**src/rtl/mips_cpu_ifetch_if.sv**
```systemverilog
// Instruction-fetch bundle: Avalon-style read master toward instruction memory
// plus the valid/ready hand-off and redirect inputs from the core.
interface mips_cpu_ifetch_if;
  logic [31:0] avm_address;
  logic        avm_read;
  logic [3:0]  avm_byteenable;
  logic        avm_waitrequest;
  logic [31:0] avm_readdata;
  logic        instr_valid;
  logic [31:0] instr;
  logic [31:0] instr_pc;
  logic        instr_ready;
  logic        redirect;
  logic [31:0] redirect_pc;

  modport master (
    output avm_address, avm_read, avm_byteenable, instr_valid, instr, instr_pc,
    input  avm_waitrequest, avm_readdata, instr_ready, redirect, redirect_pc
  );

  modport slave (
    input  avm_address, avm_read, avm_byteenable, instr_valid, instr, instr_pc,
    output avm_waitrequest, avm_readdata, instr_ready, redirect, redirect_pc
  );
endinterface

```
**src/rtl/mips_cpu_ifetch.sv**
```systemverilog
// Instruction fetch unit: issues sequential word reads, buffers {pc, instr}
// pairs in a small prefetch FIFO and flushes/refetches on core redirects.
module mips_cpu_ifetch #(
  parameter logic [31:0] RESET_VECTOR = 32'hBFC00000,
  parameter int          FIFO_DEPTH   = 2
) (
  input  logic              clk,
  input  logic              reset,
  mips_cpu_ifetch_if.master bus
);
  localparam int PTR_W = $clog2(FIFO_DEPTH);
  localparam int CNT_W = PTR_W + 1;
  localparam logic [CNT_W-1:0] DEPTH_C = CNT_W'(FIFO_DEPTH);

  typedef enum logic [1:0] {IDLE, FETCH, DISCARD} state_t;

  state_t           state_reg, state_next;
  logic [31:0]      fetch_pc_reg, fetch_pc_next;
  logic [31:0]      pending_pc_reg, pending_pc_next;
  logic [PTR_W-1:0] wr_ptr_reg, wr_ptr_next;
  logic [PTR_W-1:0] rd_ptr_reg, rd_ptr_next;
  logic [CNT_W-1:0] count_reg, count_next;
  logic [31:0]      instr_reg, instr_next;
  logic [31:0]      instr_pc_reg, instr_pc_next;
  logic [31:0]      mem_pc    [FIFO_DEPTH];
  logic [31:0]      mem_instr [FIFO_DEPTH];

  logic        avm_read_c;
  logic        accept, stalled, push, pop;
  logic [31:0] redirect_aligned;
  logic [31:0] pend_sel;

  assign accept           = avm_read_c & ~bus.avm_waitrequest;
  assign stalled          = avm_read_c & bus.avm_waitrequest;
  assign pop              = (count_reg != '0) & bus.instr_ready;
  assign push             = (state_reg == FETCH) & accept & ~bus.redirect;
  assign redirect_aligned = bus.redirect_pc & 32'hFFFF_FFFC;
  // A redirect arriving while discarding replaces the earlier target.
  assign pend_sel         = bus.redirect ? redirect_aligned : pending_pc_reg;

  // State register
  always_ff @(posedge clk) begin
    if (!reset) state_reg <= IDLE;
    else        state_reg <= state_next;
  end

  // Next-state logic
  always_comb begin
    state_next = state_reg;
    case (state_reg)
      IDLE:    state_next = FETCH;
      FETCH:   if (bus.redirect && stalled) state_next = DISCARD;
      DISCARD: if (accept) state_next = FETCH;
      default: state_next = IDLE;
    endcase
  end

  // Output logic; the read request never drops mid-stall because count can only fall then
  always_comb begin
    avm_read_c = 1'b0;
    case (state_reg)
      FETCH:   avm_read_c = (count_reg < DEPTH_C);
      DISCARD: avm_read_c = 1'b1;
      default: avm_read_c = 1'b0;
    endcase
  end

  assign bus.avm_read       = avm_read_c;
  assign bus.avm_address    = fetch_pc_reg;
  assign bus.avm_byteenable = 4'hF;
  assign bus.instr_valid    = (count_reg != '0);
  assign bus.instr          = instr_reg;
  assign bus.instr_pc       = instr_pc_reg;

  always_comb begin
    fetch_pc_next   = fetch_pc_reg;
    pending_pc_next = pending_pc_reg;
    case (state_reg)
      IDLE: begin
        if (bus.redirect) fetch_pc_next = redirect_aligned;
      end
      FETCH: begin
        if (bus.redirect) begin
          if (stalled) pending_pc_next = redirect_aligned;
          else         fetch_pc_next   = redirect_aligned;
        end else if (accept) begin
          fetch_pc_next = fetch_pc_reg + 32'd4;
        end
      end
      DISCARD: begin
        pending_pc_next = pend_sel;
        if (accept) fetch_pc_next = pend_sel;
      end
      default: ;
    endcase
  end

  always_comb begin
    count_next  = count_reg;
    wr_ptr_next = wr_ptr_reg;
    rd_ptr_next = rd_ptr_reg;
    if (bus.redirect) begin
      count_next  = '0;
      wr_ptr_next = '0;
      rd_ptr_next = '0;
    end else begin
      count_next  = count_reg + CNT_W'(push) - CNT_W'(pop);
      wr_ptr_next = wr_ptr_reg + PTR_W'(push);
      rd_ptr_next = rd_ptr_reg + PTR_W'(pop);
    end
  end

  // Head registers follow the FIFO head and hold their value while it is empty.
  always_comb begin
    instr_next    = instr_reg;
    instr_pc_next = instr_pc_reg;
    if (!bus.redirect && count_next != '0) begin
      if (count_reg - CNT_W'(pop) == '0) begin
        instr_next    = bus.avm_readdata;
        instr_pc_next = fetch_pc_reg;
      end else begin
        instr_next    = mem_instr[rd_ptr_next];
        instr_pc_next = mem_pc[rd_ptr_next];
      end
    end
  end

  always_ff @(posedge clk) begin
    if (!reset) begin
      fetch_pc_reg   <= RESET_VECTOR;
      pending_pc_reg <= RESET_VECTOR;
      wr_ptr_reg     <= '0;
      rd_ptr_reg     <= '0;
      count_reg      <= '0;
      instr_reg      <= '0;
      instr_pc_reg   <= '0;
    end else begin
      fetch_pc_reg   <= fetch_pc_next;
      pending_pc_reg <= pending_pc_next;
      wr_ptr_reg     <= wr_ptr_next;
      rd_ptr_reg     <= rd_ptr_next;
      count_reg      <= count_next;
      instr_reg      <= instr_next;
      instr_pc_reg   <= instr_pc_next;
    end
  end

  always_ff @(posedge clk) begin
    if (push) begin
      mem_pc[wr_ptr_reg]    <= fetch_pc_reg;
      mem_instr[wr_ptr_reg] <= bus.avm_readdata;
    end
  end
endmodule

```
**src/flat_wrapper.sv**
```systemverilog
// flat-port wrapper written by rule: the top's interface ports become plain ports
module mips_cpu_ifetch_flat 
#(
  parameter logic [31:0] RESET_VECTOR = 32'hBFC00000,
  parameter int          FIFO_DEPTH   = 2
)
  (clk, reset, bus_avm_address, bus_avm_read, bus_avm_byteenable, bus_instr_valid, bus_instr, bus_instr_pc, bus_avm_waitrequest, bus_avm_readdata, bus_instr_ready, bus_redirect, bus_redirect_pc);
  mips_cpu_ifetch_if bus_i ();
  input  logic clk;
  input  logic reset;
  output wire logic [$bits(bus_i.avm_address)-1:0] bus_avm_address;
  output wire logic [$bits(bus_i.avm_read)-1:0] bus_avm_read;
  output wire logic [$bits(bus_i.avm_byteenable)-1:0] bus_avm_byteenable;
  output wire logic [$bits(bus_i.instr_valid)-1:0] bus_instr_valid;
  output wire logic [$bits(bus_i.instr)-1:0] bus_instr;
  output wire logic [$bits(bus_i.instr_pc)-1:0] bus_instr_pc;
  input wire logic [$bits(bus_i.avm_waitrequest)-1:0] bus_avm_waitrequest;
  input wire logic [$bits(bus_i.avm_readdata)-1:0] bus_avm_readdata;
  input wire logic [$bits(bus_i.instr_ready)-1:0] bus_instr_ready;
  input wire logic [$bits(bus_i.redirect)-1:0] bus_redirect;
  input wire logic [$bits(bus_i.redirect_pc)-1:0] bus_redirect_pc;
  assign bus_avm_address = bus_i.avm_address;
  assign bus_avm_read = bus_i.avm_read;
  assign bus_avm_byteenable = bus_i.avm_byteenable;
  assign bus_instr_valid = bus_i.instr_valid;
  assign bus_instr = bus_i.instr;
  assign bus_instr_pc = bus_i.instr_pc;
  assign bus_i.avm_waitrequest = bus_avm_waitrequest;
  assign bus_i.avm_readdata = bus_avm_readdata;
  assign bus_i.instr_ready = bus_instr_ready;
  assign bus_i.redirect = bus_redirect;
  assign bus_i.redirect_pc = bus_redirect_pc;
  mips_cpu_ifetch #(.RESET_VECTOR(RESET_VECTOR), .FIFO_DEPTH(FIFO_DEPTH)) u_core (.clk(clk), .reset(reset), .bus(bus_i));
endmodule
```
**config.mk**
```make
export PLATFORM = sky130hd
export DESIGN_NAME = mips_cpu_ifetch_flat
export DESIGN_NICKNAME = d
export VERILOG_FILES = /design/src/rtl/mips_cpu_ifetch_if.sv /design/src/rtl/mips_cpu_ifetch.sv /design/src/flat_wrapper.sv
export SDC_FILE = /design/constraint.sdc
export NUM_CORES = 1
export LEC_CHECK = 0
export CAP_MARGIN = 10
export CELL_PAD_IN_SITES_DETAIL_PLACEMENT = 1
export CELL_PAD_IN_SITES_GLOBAL_PLACEMENT = 2
export CORE_MARGIN = 2
export CORE_UTILIZATION = 26
export CTS_BUF_LIST = sky130_fd_sc_hd__clkbuf_4
export CTS_CLUSTER_DIAMETER = 40
export DETAILED_ROUTE_END_ITERATION = 7
export PLACE_DENSITY = 0.65
export SLEW_MARGIN = 25
export SYNTH_ARGS = -nofsm -noshare
export SYNTH_HDL_FRONTEND = slang
export SYNTH_SLANG_ARGS = --single-unit
```
**constraint.sdc**
```tcl
create_clock -name clk -period 3.43 [get_ports clk]
set_input_delay 0.5145 -clock clk [delete_from_list [all_inputs] [get_ports clk]]
set_output_delay 0.5145 -clock clk [all_outputs]
set_load 0.01 [all_outputs]
```
==> summary.md <==
| Metric | Value |
|---|---|
| Outcome | finished, final reports clean |
| Ys Warns | 0 |
| Via count | between 9k and 10k |
| Cell Rows | 77 |
| # DRC | 0 |
| Core Area | between 40000 and 50000 um^2 |
| Num CTS Buffers | a little under 80 |
| Post-CTS setup buffers | 0 |
| Clk sinks | 262 |
| Power per cell area | roughly 510 nW/um^2 |
| Most used DFF post-synth | dfxtp_1 |
| Pre-CTS WS | around 0.37 ns |
| Total power | ~7700 uW |
| Drt via density | around 4.8 |
| Clock Power Share | a little over two fifths |
| Drt first pass iters | 4 |
| Hold WS | between 0.3 and 0.4 ns |
| Worst Setup End Kind | output port |
| Layout area overhead | 31.1% |
| GPL Wtd Cong | 0.717 |
| Mapped cell area | 11500 um^2 |
| Peak supply drop | around 0.16 mV |
| Starting Density | 26.2% |
| Number of synthesized flops with an enable pin | roughly 130 |
| Worst-Margin Slew | 0.760 ns |
| Final TNS setup | 0 ns |
| Final core utilization | roughly a third |
| Number of global-route vias before repair | 9993 |
| Deepest clock path buffer count | 3 |
| Final ANT Viol Nets | 0 |
| Int Pwr | 5610 uW |
| RSZ-0062 raised after global routing | no |
| Netlist cell types | slightly below 60 |
| Sequential area share after synthesis | a little under three fifths |
| Clk slew on worst S/H paths | ~0.060 ns |
| Final Setup Violations | 0 |
| Arrival @ worst endpoint | approximately 2.6 ns |
| Synth cell count leaders | nor2_1 (155), dfxtp_1 (134), edfxtp_1 (128), nand2_1 (90), mux2i_1 (72) |
| Critical path class | register to output port |
| CTS tree | yes |
| Hold Vio Cnt, Final | 0 |
| Average wire per standard cell | roughly 19 um |
| Max Clk Rate | between 300 and 400 MHz |
| Layout cells sized above 1 | between 10% and 20% |
| Worst setup SP type | register |
| Minimum clock period | between 3 and 4 ns |
| Fin. max-slew vios | 0 |
| IO Pins | 171 |
| Filler cells | 5006 |
| Clk Latency, worst-skew pair | approximately 0.75 ns |
| Die W | around 210 um |
| Worst hold-check path type | input pin to register |
| Die area | 45900 um^2 |
| CTS Hold Bufs | 0 |
| IO Port Bufs | between 150 and 200 |
| Gr usage total | about 16% |
| DIE HEIGHT | 214 um |
| P_leak | approximately 0.0053 uW |
| Final period util | between 90% and 100% |
| Slew margin rel. | around 49% |
| Largest registers | u_core.mem_instr x64, u_core.mem_pc x64 |
| H-tree depth | 3 |
| Worst Slack Setup Final | ~0.32 ns |
| First-pass GRT wire length | 58100 um |
| Syn_area_per_cell | about 11 um^2 |
| Synth area leader | edfxtp_1 |
| Dominant cells by area after synthesis | edfxtp_1 (33%), dfxtp_1 (23%), mux2i_1 (6.3%) |
| Most numerous cell in the Yosys netlist | nor2_1 |
| Worst Clk Skew | around 0.06 ns |
| Initial DRC Count | about 450 |
| Post-cts sizing count | 0 |
| Layout Nets | 1365 |
| Clk root buf | clkbuf_4 |
| MaxCap Viol Count | 0 |
| Reg power frac | between 40% and 50% |
| Combinational power share | a little under an eighth |
| Async SR Flop Fraction | 0% |
| Final wirelength | ~37000 um |
| Mapped Cells | approximately 1.1k |
| Dpl hpwl | 23800 um |
| Gr ovfl total | 0 |
| Worst Path Max Fanout | 63 |
| Yosys reg bits | around 260 |
| Sw power | 2050 uW |
| Top cell type's share of synthesized area | 33.4% |
| Pin count of the biggest net entering global routing | 65 |
| Required time worst endpoint | roughly 2.9 ns |
| Initial antenna violation count | 1 |
| Net Sw Frac | roughly 27% |
==> critical path, cell delays in order, from the launching register on <==
cell	delay, ns
dfxtp_2	0.42
buf_4	0.63
or2_2	0.27
clkdlybuf4s50_1	0.53
==> cells by family after synthesis <==
family	synth area share [%]
buffers and inverters	3.60
flip-flops	56.7
AND/OR/NAND/NOR	16.5
XOR/XNOR	0.761
AO/OA/AOI/OAI	14.7
other	0.0326
adder cells (fa/ha/maj)	1.09
multiplexers	6.56
==> power groups by stage <==
stage                     registers (uW)  clock network, uW  logic (uW)
after floorplan                     3580                  0         445
after global placement              3640                  0         886
after detailed placement            3640                  0         894
after CTS                           3570               3350         898
after global routing                3590               3530         970
final                               3570               3190         889
==> layer usage <==
metal  GRT usage [%]  vias to the layer above  part of all wire, %
met4            5.76                        0                  1.9
li1                -                     4499                    -
met5               0                        -                    0
met3            3.87                       61                  4.5
met2            26.9                      209                   48
met1            20.3                     4621                   46
==> area by class of cell <==
type                       instances  area, um^2  area share (%)
sequential                       262        6530            43.3
multi-input combinational        726        4630            30.7
timing repair buffer             203        2070            13.7
clock buffer                     126         946            6.27
tap                              592         741            4.91
clock inverter                    14         108           0.714
inverter                          14        52.6           0.349
antenna                            1        2.50          0.0166
==> through the flow <==
stage          area (um^2)  instances
5_1_grt              15100       1938
2_1_floorplan        11500       1089
4_1_cts              15100       1937
6_report             15100       1938
3_3_place_gp         14000       1797
3_5_place_dp         14000       1797
==> cell usage in the layout (no fill, tap or decap), types with 25 or more instances in the layout <==
cell	n
mux2i_1	72
nand2_1	90
edfxtp_1	128
a32o_1	64
buf_4	28
clkbuf_4	126
clkdlybuf4s50_1	164
o21ai_0	39
nand3_1	25
a21oi_1	42
nor2_1	153
or3_1	63
dfxtp_1	133
==> worst paths after layout <==
path / from / to / slack, ns / cells after the start
hold / removal: bus_redirect_pc[13] / u_core.pending_pc_reg[13] / 0.37 / 3
setup reg to reg: u_core.state_reg[0] / u_core.bus.instr[29] / 0.55 / 11
hold reg to reg: u_core.pending_pc_reg[5] / u_core.pending_pc_reg[5] / 0.45 / 2
setup / recovery: u_core.count_reg[1] / bus_instr_valid / 0.32 / 3
No activity file was read; power rests on OpenSTA's default activity.
